===== config.mk =====
export PLATFORM = sky130hd
export DESIGN_NAME = twiddle_addr_gen_flat
export DESIGN_NICKNAME = d
export VERILOG_FILES = /design/src/rtl/r22_pkg.sv /design/src/rtl/twiddle_addr_gen_if.sv /design/src/rtl/twiddle_addr_gen_delay.sv /design/src/rtl/twiddle_addr_gen.sv /design/src/flat_wrapper.sv
export SDC_FILE = /design/constraint.sdc
export NUM_CORES = 1
export LEC_CHECK = 0
export ABC_AREA = 1
export CAP_MARGIN = 20
export CORE_MARGIN = 5
export CORE_UTILIZATION = 50
export CTS_CLUSTER_DIAMETER = 60
export CTS_CLUSTER_SIZE = 10
export DETAILED_ROUTE_END_ITERATION = 16
export GPL_ROUTABILITY_DRIVEN = 0
export PLACE_DENSITY = 0.79
export SLEW_MARGIN = 25
export SYNTH_ARGS = -nofsm -noshare
export SYNTH_HDL_FRONTEND = slang
export SYNTH_SLANG_ARGS = --single-unit

===== constraint.sdc =====
create_clock -name clock -period 1.85 [get_ports clock]
set_input_delay 0.185 -clock clock [delete_from_list [all_inputs] [get_ports clock]]
set_output_delay 0.185 -clock clock [all_outputs]
set_load 0.05 [all_outputs]

===== src/rtl/r22_pkg.sv =====
// Shared types and helpers for the R2^2 SDF twiddle path: FSM states,
// converter latency and the twiddle-number mapping.
package r22_pkg;

  typedef enum logic {
    IDLE = 1'b0,
    RUN  = 1'b1
  } state_e;

  localparam int unsigned MAX_LAT = 2;

  // Cycles between a twiddle number and its converted value.
  function automatic int unsigned tw_lat(input int unsigned tw_ff, input int unsigned tc_ff);
    return tw_ff + tc_ff;
  endfunction

  // Twiddle number for count c: sel takes the two top count bits swapped,
  // num is the low part scaled up to the full table resolution.
  function automatic int unsigned tw_num(input int unsigned c,
                                         input int unsigned log_n,
                                         input int unsigned log_m);
    int unsigned sel;
    int unsigned num;
    sel = (((c >> (log_m - 32'd2)) & 32'd1) << 1) | ((c >> (log_m - 32'd1)) & 32'd1);
    num = (c & ((32'd1 << (log_m - 32'd2)) - 32'd1)) << (log_n - log_m);
    return (num * sel) & ((32'd1 << log_n) - 32'd1);
  endfunction

endpackage


===== src/rtl/twiddle_addr_gen_if.sv =====
// Twiddle address/value interface between the sequencer (master) and the
// butterfly-side consumer of the aligned flags (slave).
interface twiddle_addr_gen_if #(
  parameter int unsigned LOG_N = 6
);
  logic             di_en;
  logic [LOG_N-1:0] tw_addr;
  logic             tw_en;
  logic             tw_bypass;
  logic             frame_last;
  logic             busy;

  modport master (
    input  di_en,
    output tw_addr, tw_en, tw_bypass, frame_last, busy
  );

  modport slave (
    output di_en,
    input  tw_addr, tw_en, tw_bypass, frame_last, busy
  );
endinterface


===== src/rtl/twiddle_addr_gen_delay.sv =====
// Flag delay line matching the twiddle converter latency; DEPTH=0 is a wire.
module twiddle_delay #(
  parameter int unsigned WIDTH = 3,
  parameter int unsigned DEPTH = 2
) (
  input  logic             clock,
  input  logic             reset,
  input  logic [WIDTH-1:0] din,
  output logic [WIDTH-1:0] dout,
  output logic             any_set
);

  if (DEPTH == 0) begin : g_pass
    assign dout    = din;
    assign any_set = 1'b0;
  end else begin : g_pipe
    logic [WIDTH-1:0] stage [DEPTH];

    always_ff @(posedge clock) begin
      if (!reset) begin
        for (int i = 0; i < int'(DEPTH); i++) stage[i] <= '0;
      end else begin
        stage[0] <= din;
        for (int i = 1; i < int'(DEPTH); i++) stage[i] <= stage[i-1];
      end
    end

    assign dout = stage[DEPTH-1];

    // Any in-flight flag keeps the block busy.
    always_comb begin
      any_set = 1'b0;
      for (int i = 0; i < int'(DEPTH); i++) any_set = any_set | (|stage[i]);
    end
  end

endmodule


===== src/rtl/twiddle_addr_gen.sv =====
// Twiddle-number sequencer for one R2^2 SDF stage: counts samples, emits the
// twiddle number and delays per-sample flags to meet the converted value.
module twiddle_addr_gen
  import r22_pkg::*;
#(
  parameter int unsigned LOG_N = 6,
  parameter int unsigned LOG_M = 6,
  parameter int unsigned TW_FF = 1,
  parameter int unsigned TC_FF = 1
) (
  input  logic               clock,
  input  logic               reset,
  twiddle_addr_gen_if.master tw
);

  localparam int unsigned LAT    = tw_lat(TW_FF, TC_FF);
  localparam int unsigned M_LAST = (32'd1 << LOG_M) - 32'd1;
  localparam int unsigned FLAG_W = 3;

  if (LOG_M < 2 || LOG_M > LOG_N || LAT > MAX_LAT) begin : g_bad_cfg
    $error("twiddle_addr_gen: unsupported LOG_M/LOG_N/latency combination");
  end

  logic [LOG_M-1:0]  cnt;
  state_e            state;
  state_e            state_nxt;
  logic              wrap_c;
  logic              byp0_c;
  logic [FLAG_W-1:0] flags_c;
  logic [FLAG_W-1:0] flags_dly;
  logic              pipe_busy;

  assign wrap_c = tw.di_en & (cnt == LOG_M'(M_LAST));

  // Sample counter; M is a power of two so the wrap is the natural overflow.
  always_ff @(posedge clock) begin
    if (!reset) begin
      cnt <= '0;
    end else if (tw.di_en) begin
      cnt <= cnt + LOG_M'(1);
    end
  end

  always_ff @(posedge clock) begin
    if (!reset) begin
      state <= IDLE;
    end else begin
      state <= state_nxt;
    end
  end

  always_comb begin
    state_nxt = state;
    case (state)
      IDLE: if (tw.di_en && cnt == '0) state_nxt = RUN;
      RUN:  if (wrap_c)                state_nxt = IDLE;
      default:                         state_nxt = IDLE;
    endcase
  end

  assign tw.tw_addr = LOG_N'(tw_num(32'(cnt), LOG_N, LOG_M));
  assign byp0_c     = (tw.tw_addr == '0);
  assign flags_c    = {tw.di_en, byp0_c & tw.di_en, wrap_c};

  twiddle_delay #(
    .WIDTH (FLAG_W),
    .DEPTH (LAT)
  ) u_delay (
    .clock   (clock),
    .reset   (reset),
    .din     (flags_c),
    .dout    (flags_dly),
    .any_set (pipe_busy)
  );

  assign tw.tw_en      = flags_dly[2];
  assign tw.tw_bypass  = flags_dly[1];
  assign tw.frame_last = flags_dly[0];
  assign tw.busy       = (state == RUN) | pipe_busy;

endmodule


===== src/flat_wrapper.sv =====
// flat-port wrapper written by rule: the top's interface ports become plain ports
module twiddle_addr_gen_flat import r22_pkg::*;
#(
  parameter int unsigned LOG_N = 6,
  parameter int unsigned LOG_M = 6,
  parameter int unsigned TW_FF = 1,
  parameter int unsigned TC_FF = 1
)
  (clock, reset, tw_di_en, tw_tw_addr, tw_tw_en, tw_tw_bypass, tw_frame_last, tw_busy);
  twiddle_addr_gen_if #(.LOG_N(LOG_N)) tw_i ();
  input  logic clock;
  input  logic reset;
  input wire logic [$bits(tw_i.di_en)-1:0] tw_di_en;
  output wire logic [$bits(tw_i.tw_addr)-1:0] tw_tw_addr;
  output wire logic [$bits(tw_i.tw_en)-1:0] tw_tw_en;
  output wire logic [$bits(tw_i.tw_bypass)-1:0] tw_tw_bypass;
  output wire logic [$bits(tw_i.frame_last)-1:0] tw_frame_last;
  output wire logic [$bits(tw_i.busy)-1:0] tw_busy;
  assign tw_i.di_en = tw_di_en;
  assign tw_tw_addr = tw_i.tw_addr;
  assign tw_tw_en = tw_i.tw_en;
  assign tw_tw_bypass = tw_i.tw_bypass;
  assign tw_frame_last = tw_i.frame_last;
  assign tw_busy = tw_i.busy;
  twiddle_addr_gen #(.LOG_N(LOG_N), .LOG_M(LOG_M), .TW_FF(TW_FF), .TC_FF(TC_FF)) u_core (.clock(clock), .reset(reset), .tw(tw_i));
endmodule

# Word-level counts from Yosys, hierarchy flattened
# Memory sizes are Yosys's and may differ from the RTL's.
# Cells that the tools add are included.
[classes] add_sub_neg=1 mul=1 eq_ne=1 n_mux=7 bitwise=8 reduce_logical=5
[op_table] cell="multiplier 4 x 32 -> 6 bit" n=1
[op_table] cell="logical NOT 6 bit" n=2
[op_table] cell="adder 6 x 1 -> 6 bit (second input constant)" n=1
[op_table] cell="equality test 6 bit (second input constant)" n=1
[op_table] cell="2-to-1 mux 3 bit" n=2
[op_table] cell="OR reduction 3 bit" n=2
[op_table] cell="2-to-1 mux 1 bit" n=4
[op_table] cell="bitwise OR 1 bit" n=4
[op_table] cell="AND 1 bit" n=2
[op_table] cell="bitwise OR 2 x 1 -> 2 bit" n=1
[op_table] cell="one-hot mux 1 bit (2 select lines)" n=1
[op_table] cell="logical AND 1 bit" n=1
[op_table] cell="inverter 1 bit" n=1
[totals] ff_bits=7 ram_bits=6 out_inout_bits=10 mem_count=1
[mem_list] memory="u_core.u_delay.g_pipe.stage" words=2 word_bits=3 read_ports=2 rd_clocked_by_memory_dff=0 write_ports=2 line_no="twiddle_addr_gen_delay.sv:17" text="logic [WIDTH-1:0] stage [DEPTH];"

# Longest topological paths before layout
# Gate-level depths: netlist of run 1.
[logic_depth] depth_word=5 depth_mapped=10 ltp_nobuf=9

# Modules after synthesis
# Synthesis of run 1 repeated with hierarchy kept, for this count alone.
[unflattened] hier_cells=118 area_unflattened_um2=779.5
[by_module_without_submodules] module="twiddle_addr_gen" n_inst=1 cells_per_inst=93 area_per_inst_um2=575.6 seq_area_each_um2=140.1
[by_module_without_submodules] module="twiddle_delay" n_inst=1 cells_per_inst=25 area_per_inst_um2=203.9 seq_area_each_um2=120.1

# Worst setup path before layout of run 1
# OpenSTA, ideal clock, no wires.
[synth_timing] kind="reg2reg" from="register u_core.cnt[5]" to="memory u_core.u_delay.g_pipe.stage[0][1]" setup_time_ns=0.135 arrival_ns=1.755 slack_ns=-0.040 path_stages_with_launch=11 synth_period_minus_slack_ns=1.890 cell_sequence="dfxtp_1 buf_6 nand2_1 inv_1 ha_1 fa_1 nor2_1 nand2_1 nor2_1 nand3_1 nor2_1"
[synth_lines] element="start: declaration" line_no="twiddle_addr_gen.sv:24" text="logic [LOG_M-1:0] cnt;"
[synth_lines] element="start signal: assignment" line_no="twiddle_addr_gen.sv:40" text="cnt <= cnt + LOG_M'(1);"
[synth_lines] element="end: declaration" line_no="twiddle_addr_gen_delay.sv:17"

# Worst setup path in the final report of run 1
[layout_timing] from="register u_core.cnt[5]" to="output port tw_tw_addr[3]"
[layout_between] elab_chain_len=2
[layout_rtl] element="bitwise OR 2 x 1 -> 2 bit" line_no="r22_pkg.sv:24" text="sel = (((c >> (log_m - 32'd2)) & 32'd1) << 1) | ((c >> (log_m - 32'd1)) & 32'd1);"
[layout_rtl] element="multiplier 4 x 32 -> 6 bit" line_no="r22_pkg.sv:26" text="return (num * sel) & ((32'd1 << log_n) - 32'd1);"
[layout_rtl] element="end: declaration" line_no="flat_wrapper.sv:14" text="output wire logic [$bits(tw_i.tw_addr)-1:0] tw_tw_addr;"
# Every way passes these cells.

==> results of run 1 <==
==> through the flow <==
stage	cell area, sq um	hold slack, ns
3_3_place_gp	900.9	0.4187
6_report	1086	0.4407
2_1_floorplan	738.2	0.2826
4_1_cts	979.7	0.4340
5_1_grt	1086	0.4595
3_5_place_dp	900.9	0.4223
==> flip-flops by register name, indices dropped and copies added (netlist names) <==
signal / count
u_core.state: 1
u_core.cnt: 6
u_core.u_delay.g_pipe.stage: 6
==> kinds of logic after synthesis <==
kind of cell	Yosys count
and+or+nand+nor	54
buffers and inverters	24
DFF	13
AOI/OAI and AO/OA	8
adders and majority gates	6
xor gates and xnor gates	1
==> per-layer routing <==
metal | global-route usage, % | vias to the layer above | part of all wire (%)
met4 | 5.069 | 0 | 6.4
li1 | - | 371 | -
met2 | 25.87 | 42 | 52
met5 | 0 | - | 0
met3 | 8.257 | 17 | 7.0
met1 | 15.06 | 358 | 34
==> cell usage in the layout (no fill, tap or decap), drive strengths merged <==
cell type	n
clkbuf	4
nor3	5
o21ai	2
dlygate4sd2	1
buf	16
xnor2	1
nor3b	1
a21oi	6
inv	22
nor4	1
nand2	31
fa	1
clkdlybuf4s50	5
ha	5
nor2	12
dfxtp	13
nand3	4
==> worst max-delay path by stage <==
stage                   from                                 to  depth (start not counted)
3_5_place_dp   u_core.cnt[5]  u_core.u_delay.g_pipe.stage[0][1]                          9
2_1_floorplan  u_core.cnt[5]  u_core.u_delay.g_pipe.stage[0][1]                         10
5_1_grt        u_core.cnt[1]                      tw_tw_addr[3]                          7
6_report       u_core.cnt[5]                      tw_tw_addr[3]                          7
3_3_place_gp   u_core.cnt[5]  u_core.u_delay.g_pipe.stage[0][1]                          9
4_1_cts        u_core.cnt[4]                      tw_tw_addr[5]                          9
==> power by group <==
part | internal [mW] | switching [mW] | total [mW]
registers | 0.285 | 0.00843 | 0.294
clock network | 0.0838 | 0.0921 | 0.176
logic | 0.0267 | 0.0460 | 0.0727
==> worst reg2reg max path: stages, from the launching register on <==
cell     delay, ns
dfxtp_4       0.38
buf_6         0.11
nand2_2       0.06
inv_2         0.09
fa_2          0.49
nor2_1        0.10
nand2_1       0.05
nor2_1        0.15
nand3_1       0.11
nor2_1        0.10
==> layout make-up <==
cell class              instances  area, sq um
repair buffers                 22        236.5
inverters                      22        82.58
multi-input cells              69        445.4
clock buffers                   4        26.28
well taps                      15        18.77
fillers                        92        264.0
flip-flops and latches         13        276.5
==> what timing repair did <==
action / 4_1_cts / 5_1_grt
resized for setup: 11 / 18
pin swaps: 1 / 6
buffers inserted: 4 / 5
setup endpoints to repair: 5 / 5
==> impl_metrics.ini, run 1 <==
[layout]
diodes = 0
stdcell_count = 145
layout-drive-gt1-share_pct = 37.69
nNetsFinal = 140
post-route-util_pct = 80.44
synthToLayoutAreaGrowth_pct = 47.62

[setup_path]
worst-setup-path-type = register to output port
rr_startpoint = u_core.cnt[5]
cp_slowest_cell = fa_2
endpoint_kind = output port
rr_worst_depth = 9
path_cells = buf_6 > nand2_2 > inv_2 > fa_2 > xnor2_2 > inv_2 > buf_12
path_delay_family = buffers and inverters
crit_path_max_fanout = 4
reg2reg_slack_ns = 0.15
reg2reg_to = u_core.u_delay.g_pipe.stage[0][1]
slowest_delay_ns = 0.39
worst_ep_arrival_time_ns = 1.70
crit_buf_inv = 4
cp.required_ns = 1.66
startpoint_type = register
cpMostUsedCell = inv_2

[yosys]
synth_cells = 106
ys_types = 19
muxShareOfSynthArea_pct = 0
synth_xor_area_share_pct = 1.190
synth_top_family_by_area = simple AND/OR/NAND/NOR gates
seq_area_frac_synth_pct = 35.37
synth_top_area_share_pct = 35.37
syn_area_per_cell_sq_um = 6.941
synth-simple-area-share_pct = 32.99
synth.top_cells.by_count = nand2_1 (28), inv_1 (21), dfxtp_1 (13), nor2_1 (10), a21oi_1 (6)
ys_seq_elements = 13
synth_area_sq_um = 735.7
synthAdderAreaFrac_pct = 11.22
synth.most_common_cell = nand2_1
synth_fp_nets = 115
yosysWarningCount = 0
synth_flop_cell = dfxtp_1
synth_compound_area_share_pct = 5.442
synth-edff-count = 0
synthTopCellsByArea = dfxtp_1 (35%), nand2_1 (14%), inv_1 (11%)
synth-async-reset-ratio_pct = 0
synth_top_area_cell = dfxtp_1

[detailed_routing]
post_drt_wl_per_cell_um = 14.80
drt_wl_total_um = 2146
drt_iter0_markers = 32
ant_nets = 0
drt_pass1_iterations = 4
vias_per_cell = 5.434
drc = 0
vias = 788

[sta]
slew_headroom_pct = 67.17
fin_tns_setup_ns = -0.04866
fmaxAchievable_mhz = 529.8
skew_ns = 0.002469
finalCritPeriodShare_pct = 102.0
rsz0062_at_grt = yes
hold_viol = 0
period_minus_slack_ns = 1.888
worstMarginPinSlew_ns = 0.4909
setup_viol = 2
fin_ws_ns = -0.03762
slew_viol_final = 0

[power_and_ir_drop]
pwr_density_cell_nw_per_um2 = 499.4
p_leak_nw = 0.5498
ir_worst_vdd_uv = 536.3
total_power_uw = 542.4

[clocking]
clock-sinks = 13
cts_max_path_buffers = 2
cts.hold.buffers_added = 0
cts_buffers = 3
cts-root-buf = clkbuf_4
cts_max_level = 1
insertion_delay_ns = 0.28
path_clk_slew_ns = 0.08
cts_tree = built

[global_route]
grtUsageTotal_pct = 15.03
grt_antenna_before_repair = 0
grt_start_max_net_pins = 9
overflow = 0
grt_first_pass_wirelength_um = 2746
grt_pass1_vias = 655

[status]
violations = setup timing
status = finished, violations left

[worst_hold_path]
hold_class = register to register
holdPathEnd = u_core.u_delay.g_pipe.stage[0][3]
hold_path_startpoint = u_core.u_delay.g_pipe.stage[0][0]
hold_depth = 2

[die]
initial_core_util_pct = 54.49
ios = 13
die_area_sq_um = 2339
die_w_um = 48.36
die_y_um = 48.36
core_sq_um = 1350
core.rowCount = 13

[run]
drv_cap = 0

[placement]
dpl.hpwl_um = 1131
portBuffers = 12
dp_slack_ns = 0.1326
place_inst = 132
Power figures use the tool's default switching activity.
==> run 2: changes to the inputs <==
Settings changed: CTS_BUF_LIST from default to sky130_fd_sc_hd__clkbuf_16.
==> run 2 against run 1 <==
The run now ends clean. Clock-buffer cell count decreased by 1. Final cell count decreased by 3.4%. Utilization decreased by 1.3 points. Critical endpoint is now tw_tw_addr[5].
==> impl_metrics.ini, run 2 (synthesized netlist as in run 1, its figures left out) <==
[setup_path]
crit_path_max_fanout = 8
rr_worst_depth = 9
rr_startpoint = u_core.cnt[1]
crit_start = u_core.cnt[5]
cp-endpoint = tw_tw_addr[5]
reg2reg_slack_ns = 0.14
reg2reg_to = u_core.u_delay.g_pipe.stage[0][1]
endpoint_kind = output port
worst-setup-path-type = register to output port
startpoint_type = register
cp.required_ns = 1.66
worst_ep_arrival_time_ns = 1.65

[sta]
rsz0062_at_grt = yes
timing.hold.ws_ns = 0.4269
slew_viol_final = 0
period_minus_slack_ns = 1.838
finalCritPeriodShare_pct = 99.33
slew_headroom_pct = 67.15
worstMarginPinSlew_ns = 0.4912
skew_ns = 0.004334
fin_tns_setup_ns = 0
setup_viol = 0
hold_viol = 0
fmaxAchievable_mhz = 544.2

[status]
status = completed

[global_route]
grt_pass1_vias = 587
overflow = 0
grt_start_max_net_pins = 9
grtUsageTotal_pct = 13.38
grt_first_pass_wirelength_um = 2484
grt_antenna_before_repair = 0

[detailed_routing]
drt_iter0_markers = 26
wl_met1_um = 722
post_drt_wl_per_cell_um = 12.98
vias = 725
met2_length_um = 893
vias_per_cell = 5.179
drt_wl_total_um = 1817
drt_pass1_iterations = 4
ant_nets = 0
drc = 0
route.met3.wl_um = 153
highest_layer = met4

[clocking]
cts_max_level = 1
cts_buffers = 3
clock-sinks = 13
cts.hold.buffers_added = 0
cts_tree = built
cts_max_path_buffers = 2
insertion_delay_ns = 0.24
cts-root-buf = clkbuf_16
path_clk_slew_ns = 0.04

[power_and_ir_drop]
p_leak_nw = 0.5522
pwr_density_cell_nw_per_um2 = 708.1
total_power_uw = 756.6
ir_worst_vdd_uv = 719.5

[die]
die_w_um = 48.36
core.rowCount = 13
die_y_um = 48.36
ios = 13
initial_core_util_pct = 54.49
die_area_sq_um = 2339
core_sq_um = 1350

[placement]
place_area_sq_um = 900.9
portBuffers = 12
dpl.hpwl_um = 1131

[layout]
nNetsFinal = 135
finish.instance_area_sq_um = 1069
layout_commonest_cell = nand2_1
regArea_sq_um = 270.3
layout-drive-gt1-share_pct = 30.40
mostFrequentLayoutCells = nand2_1 (24), inv_1 (19), nor2_1 (10)
n_fill_cell = 91
diodes = 0
multiInputGateArea_sq_um = 422.9
synthToLayoutAreaGrowth_pct = 45.24
largestRegisters = u_core.cnt: 6 flops, u_core.u_delay.g_pipe.stage: 6 flops, u_core.state: 1 flops

[worst_hold_path]
hold_class = register to register

[run]
drv_cap = 0
run 2: cell count changes in the layout (fill, tap and decap cells not counted), sizes merged:
cell,before,now
buf,16,11
clkbuf,4,3
inv,22,23
run 2: worst min-delay path by stage:
stage	startpoint	to	slack, ns	cells after the start
floorplan	reset	u_core.u_delay.g_pipe.stage[0][3]	0.28	2
global placement	u_core.u_delay.g_pipe.stage[0][2]	u_core.u_delay.g_pipe.stage[0][5]	0.42	2
detailed placement	u_core.u_delay.g_pipe.stage[0][0]	u_core.u_delay.g_pipe.stage[0][3]	0.42	2
CTS	u_core.u_delay.g_pipe.stage[0][0]	u_core.u_delay.g_pipe.stage[0][3]	0.43	2
global route	u_core.u_delay.g_pipe.stage[0][0]	u_core.u_delay.g_pipe.stage[0][3]	0.45	2
finish	u_core.u_delay.g_pipe.stage[0][0]	u_core.u_delay.g_pipe.stage[0][3]	0.43	2
run 2: cell type report:
cell class	instances	area share, %
Timing Repair Buffer	17	18.27
Sequential cell	13	25.29
Tap cell	15	1.756
Clock buffer	3	7.026
Inverter	22	7.728
Multi-Input combinational cell	69	39.58
Clock inverter	1	0.3513
run 2: critical path, cell delays in order (launching register included):
cell	delay, ns
dfxtp_4	0.36
nand2_2	0.06
inv_2	0.04
ha_4	0.16
fa_2	0.36
nand2_1	0.07
nand2_1	0.06
nand2_2	0.08
inv_1	0.07
buf_6	0.15
run 2: what timing repair did:
| item | in CTS | in global routing |
|---|---|---|
| pin swaps | 1 | 5 |
| gates resized for setup | 9 | 12 |
| buffers inserted | 0 | 4 |
| setup endpoints to repair | 3 | 5 |
run 2: stage by stage:
stage	instances	worst slack, ns	utilization, %
after floorplan	106	0.06966	-
after global placement	132	0.1259	66.73
after detailed placement	132	0.1326	66.73
after CTS	136	0.004585	73.96
after global routing	140	-0.03403	79.15
final	140	0.01244	79.15
run 2: power breakdown:
part | internal (mW) | switching, mW | total (mW)
combinational | 0.0244 | 0.0427 | 0.0671
sequential | 0.289 | 0.00837 | 0.297
clock | 0.284 | 0.108 | 0.392
run 2: per-layer routing:
metal / track usage (%) / vias up
met1: 14.66 / 321
met4: 2.304 / 0
met3: 7.339 / 6
met5: 0 / -
li1: - / 360
met2: 22.61 / 38
==> run 3: changes to the inputs <==
Settings changed: CORE_MARGIN 5 to 2, CTS_BUF_LIST sky130_fd_sc_hd__clkbuf_16 to default.
==> run 3 against run 2 <==
The flow now finishes with violations (setup timing). Critical path type unchanged. Non-clock buffer count grew 2. Via count shrank 0.55%. Design area shrank 1.9%. First-iteration DRC count grew 19%. Utilization shrank 0.54 points. Flip-flop and latch count is the same. Wire length shrank 7.5%. Clock skew shrank 0.0027 ns. Highest routed layer unchanged.
==> impl_metrics.ini, run 3 (synthesized netlist as in run 1, its figures left out) <==
[sta]
fin_tns_setup_ns = -0.002963
finalCritPeriodShare_pct = 100.2
slew_headroom_pct = 66.62
period_minus_slack_ns = 1.853
fin_ws_ns = -0.002963
fmaxAchievable_mhz = 539.7
rsz0062_at_grt = yes
setup_viol = 1
hold_viol = 0
slew_viol_final = 0
skew_ns = 0.001629
worstMarginPinSlew_ns = 0.4998

[placement]
portBuffers = 12
place_area_sq_um = 900.9
dpl.hpwl_um = 1108
dp_slack_ns = 0.1414

[status]
violations = setup timing
status = finished, violations left

[clocking]
path_clk_slew_ns = 0.08
cts_max_level = 1
cts_buffers = 3
cts-root-buf = clkbuf_4
cts.hold.buffers_added = 0
clock-sinks = 13
cts_tree = built
cts_max_path_buffers = 2
insertion_delay_ns = 0.27

[layout]
nNetsFinal = 137
largestRegisters = u_core.cnt: 6 flops, u_core.u_delay.g_pipe.stage: 6 flops, u_core.state: 1 flops
finish.instance_area_sq_um = 1049
mostFrequentLayoutCells = nand2_1 (23), inv_1 (17), nor2_1 (10)
synthToLayoutAreaGrowth_pct = 42.52
diodes = 0
layout-drive-gt1-share_pct = 34.65
layout_commonest_cell = nand2_1

[detailed_routing]
wl_met1_um = 631
ant_nets = 0
post_drt_wl_per_cell_um = 11.83
highest_layer = met4
drt_iter0_markers = 31
drt_wl_total_um = 1680
vias_per_cell = 5.077
route.met3.wl_um = 159
vias = 721
drc = 0
met2_length_um = 855
drt_pass1_iterations = 4

[setup_path]
reg2reg_slack_ns = 0.12
worst_ep_arrival_time_ns = 1.67
endpoint_kind = output port
rr_worst_depth = 10
worst-setup-path-type = register to output port
cp.required_ns = 1.66
rr_startpoint = u_core.cnt[4]
reg2reg_to = u_core.u_delay.g_pipe.stage[0][1]
crit_path_max_fanout = 4
startpoint_type = register

[worst_hold_path]
hold_class = register to register
hold_path_startpoint = u_core.u_delay.g_pipe.stage[0][2]
hold_depth = 2
holdPathEnd = u_core.u_delay.g_pipe.stage[0][5]

[global_route]
grt_start_max_net_pins = 9
overflow = 0
grtUsageTotal_pct = 20.96
grt_pass1_vias = 669
grt_first_pass_wirelength_um = 2746
grt_antenna_before_repair = 0

[die]
ios = 13
core.rowCount = 13
die_area_sq_um = 1794
initial_core_util_pct = 55.16
die_y_um = 42.36
die_w_um = 42.36
core_sq_um = 1334

[run]
drv_cap = 0

[power_and_ir_drop]
p_leak_nw = 0.5408
pwr_density_cell_nw_per_um2 = 517.4
total_power_uw = 542.5
ir_worst_vdd_uv = 462.5
## run 3: cell count changes in the layout (fill, tap and decap cells not counted)
cell and delta:
buf_6 +1, dlymetal6s2s_1 +1, dlygate4sd2_1 -1, buf_4 +1, nand2_2 +1, clkbuf_16 -3, inv_1 -2, nand2_1 -1
clkbuf_4 +3, clkbuf_1 +1, inv_2 +1, dfxtp_1 -2, dfxtp_4 +2
## run 3: worst max path at each step
stage,start,depth (start not counted),to,slack (ns)
floorplan,u_core.cnt[5],10,u_core.u_delay.g_pipe.stage[0][1],0.07
global placement,u_core.cnt[0],7,tw_tw_addr[3],0.18
finish,u_core.cnt[4],9,tw_tw_addr[5],-0.003
CTS,u_core.cnt[4],7,tw_tw_addr[3],-0.04
detailed placement,u_core.cnt[0],9,u_core.u_delay.g_pipe.stage[0][1],0.14
global route,u_core.cnt[4],9,tw_tw_addr[5],-0.09
## run 3: layout make-up
type                       instances  area [sq um]
clock buffer                       4         26.28
timing repair buffer              19         217.7
fill                              87         285.3
inverter                          22         82.58
multi-input combinational         69         425.4
sequential                        13         277.8
tap                               15         18.77
## run 3: per-layer routing
layer  up-vias  track usage (%)
li1        365                -
met1       319            22.16
met2        33            37.23
met3         4            9.052
met4         0            6.250
met5         -                0
## run 3: timing repair
action                     in CTS  in global routing
resized for setup              13                 15
pin swaps                       3                  5
hold endpoints to repair        0                  0
setup buffers                   6                  0
setup endpoints to repair       4                  5
## run 3: worst max-delay path, cell delays in order, from the launching register on
cell and delay (ns):
dfxtp_4 0.37, nand2_2 0.07, inv_2 0.04, ha_4 0.15, fa_2 0.37, nand2_1 0.07, nand2_1 0.06, nand2_2 0.06
inv_1 0.06, buf_6 0.15
## run 3: stage by stage
step	hold WS [ns]	util, %	cells
after CTS	0.4354	75.33	142
final	0.4300	78.61	142
after floorplan	0.2826	-	106
after global routing	0.4623	78.61	142
after global placement	0.4157	67.54	132
after detailed placement	0.4244	67.54	132
## run 3: where the power goes
| part | internal [mW] | total [mW] | switching, mW |
|---|---|---|---|
| clock network | 0.0836 | 0.176 | 0.0924 |
| registers | 0.286 | 0.294 | 0.00789 |
| logic | 0.0282 | 0.0722 | 0.0440 |
| total | 0.398 | 0.542 | 0.144 |
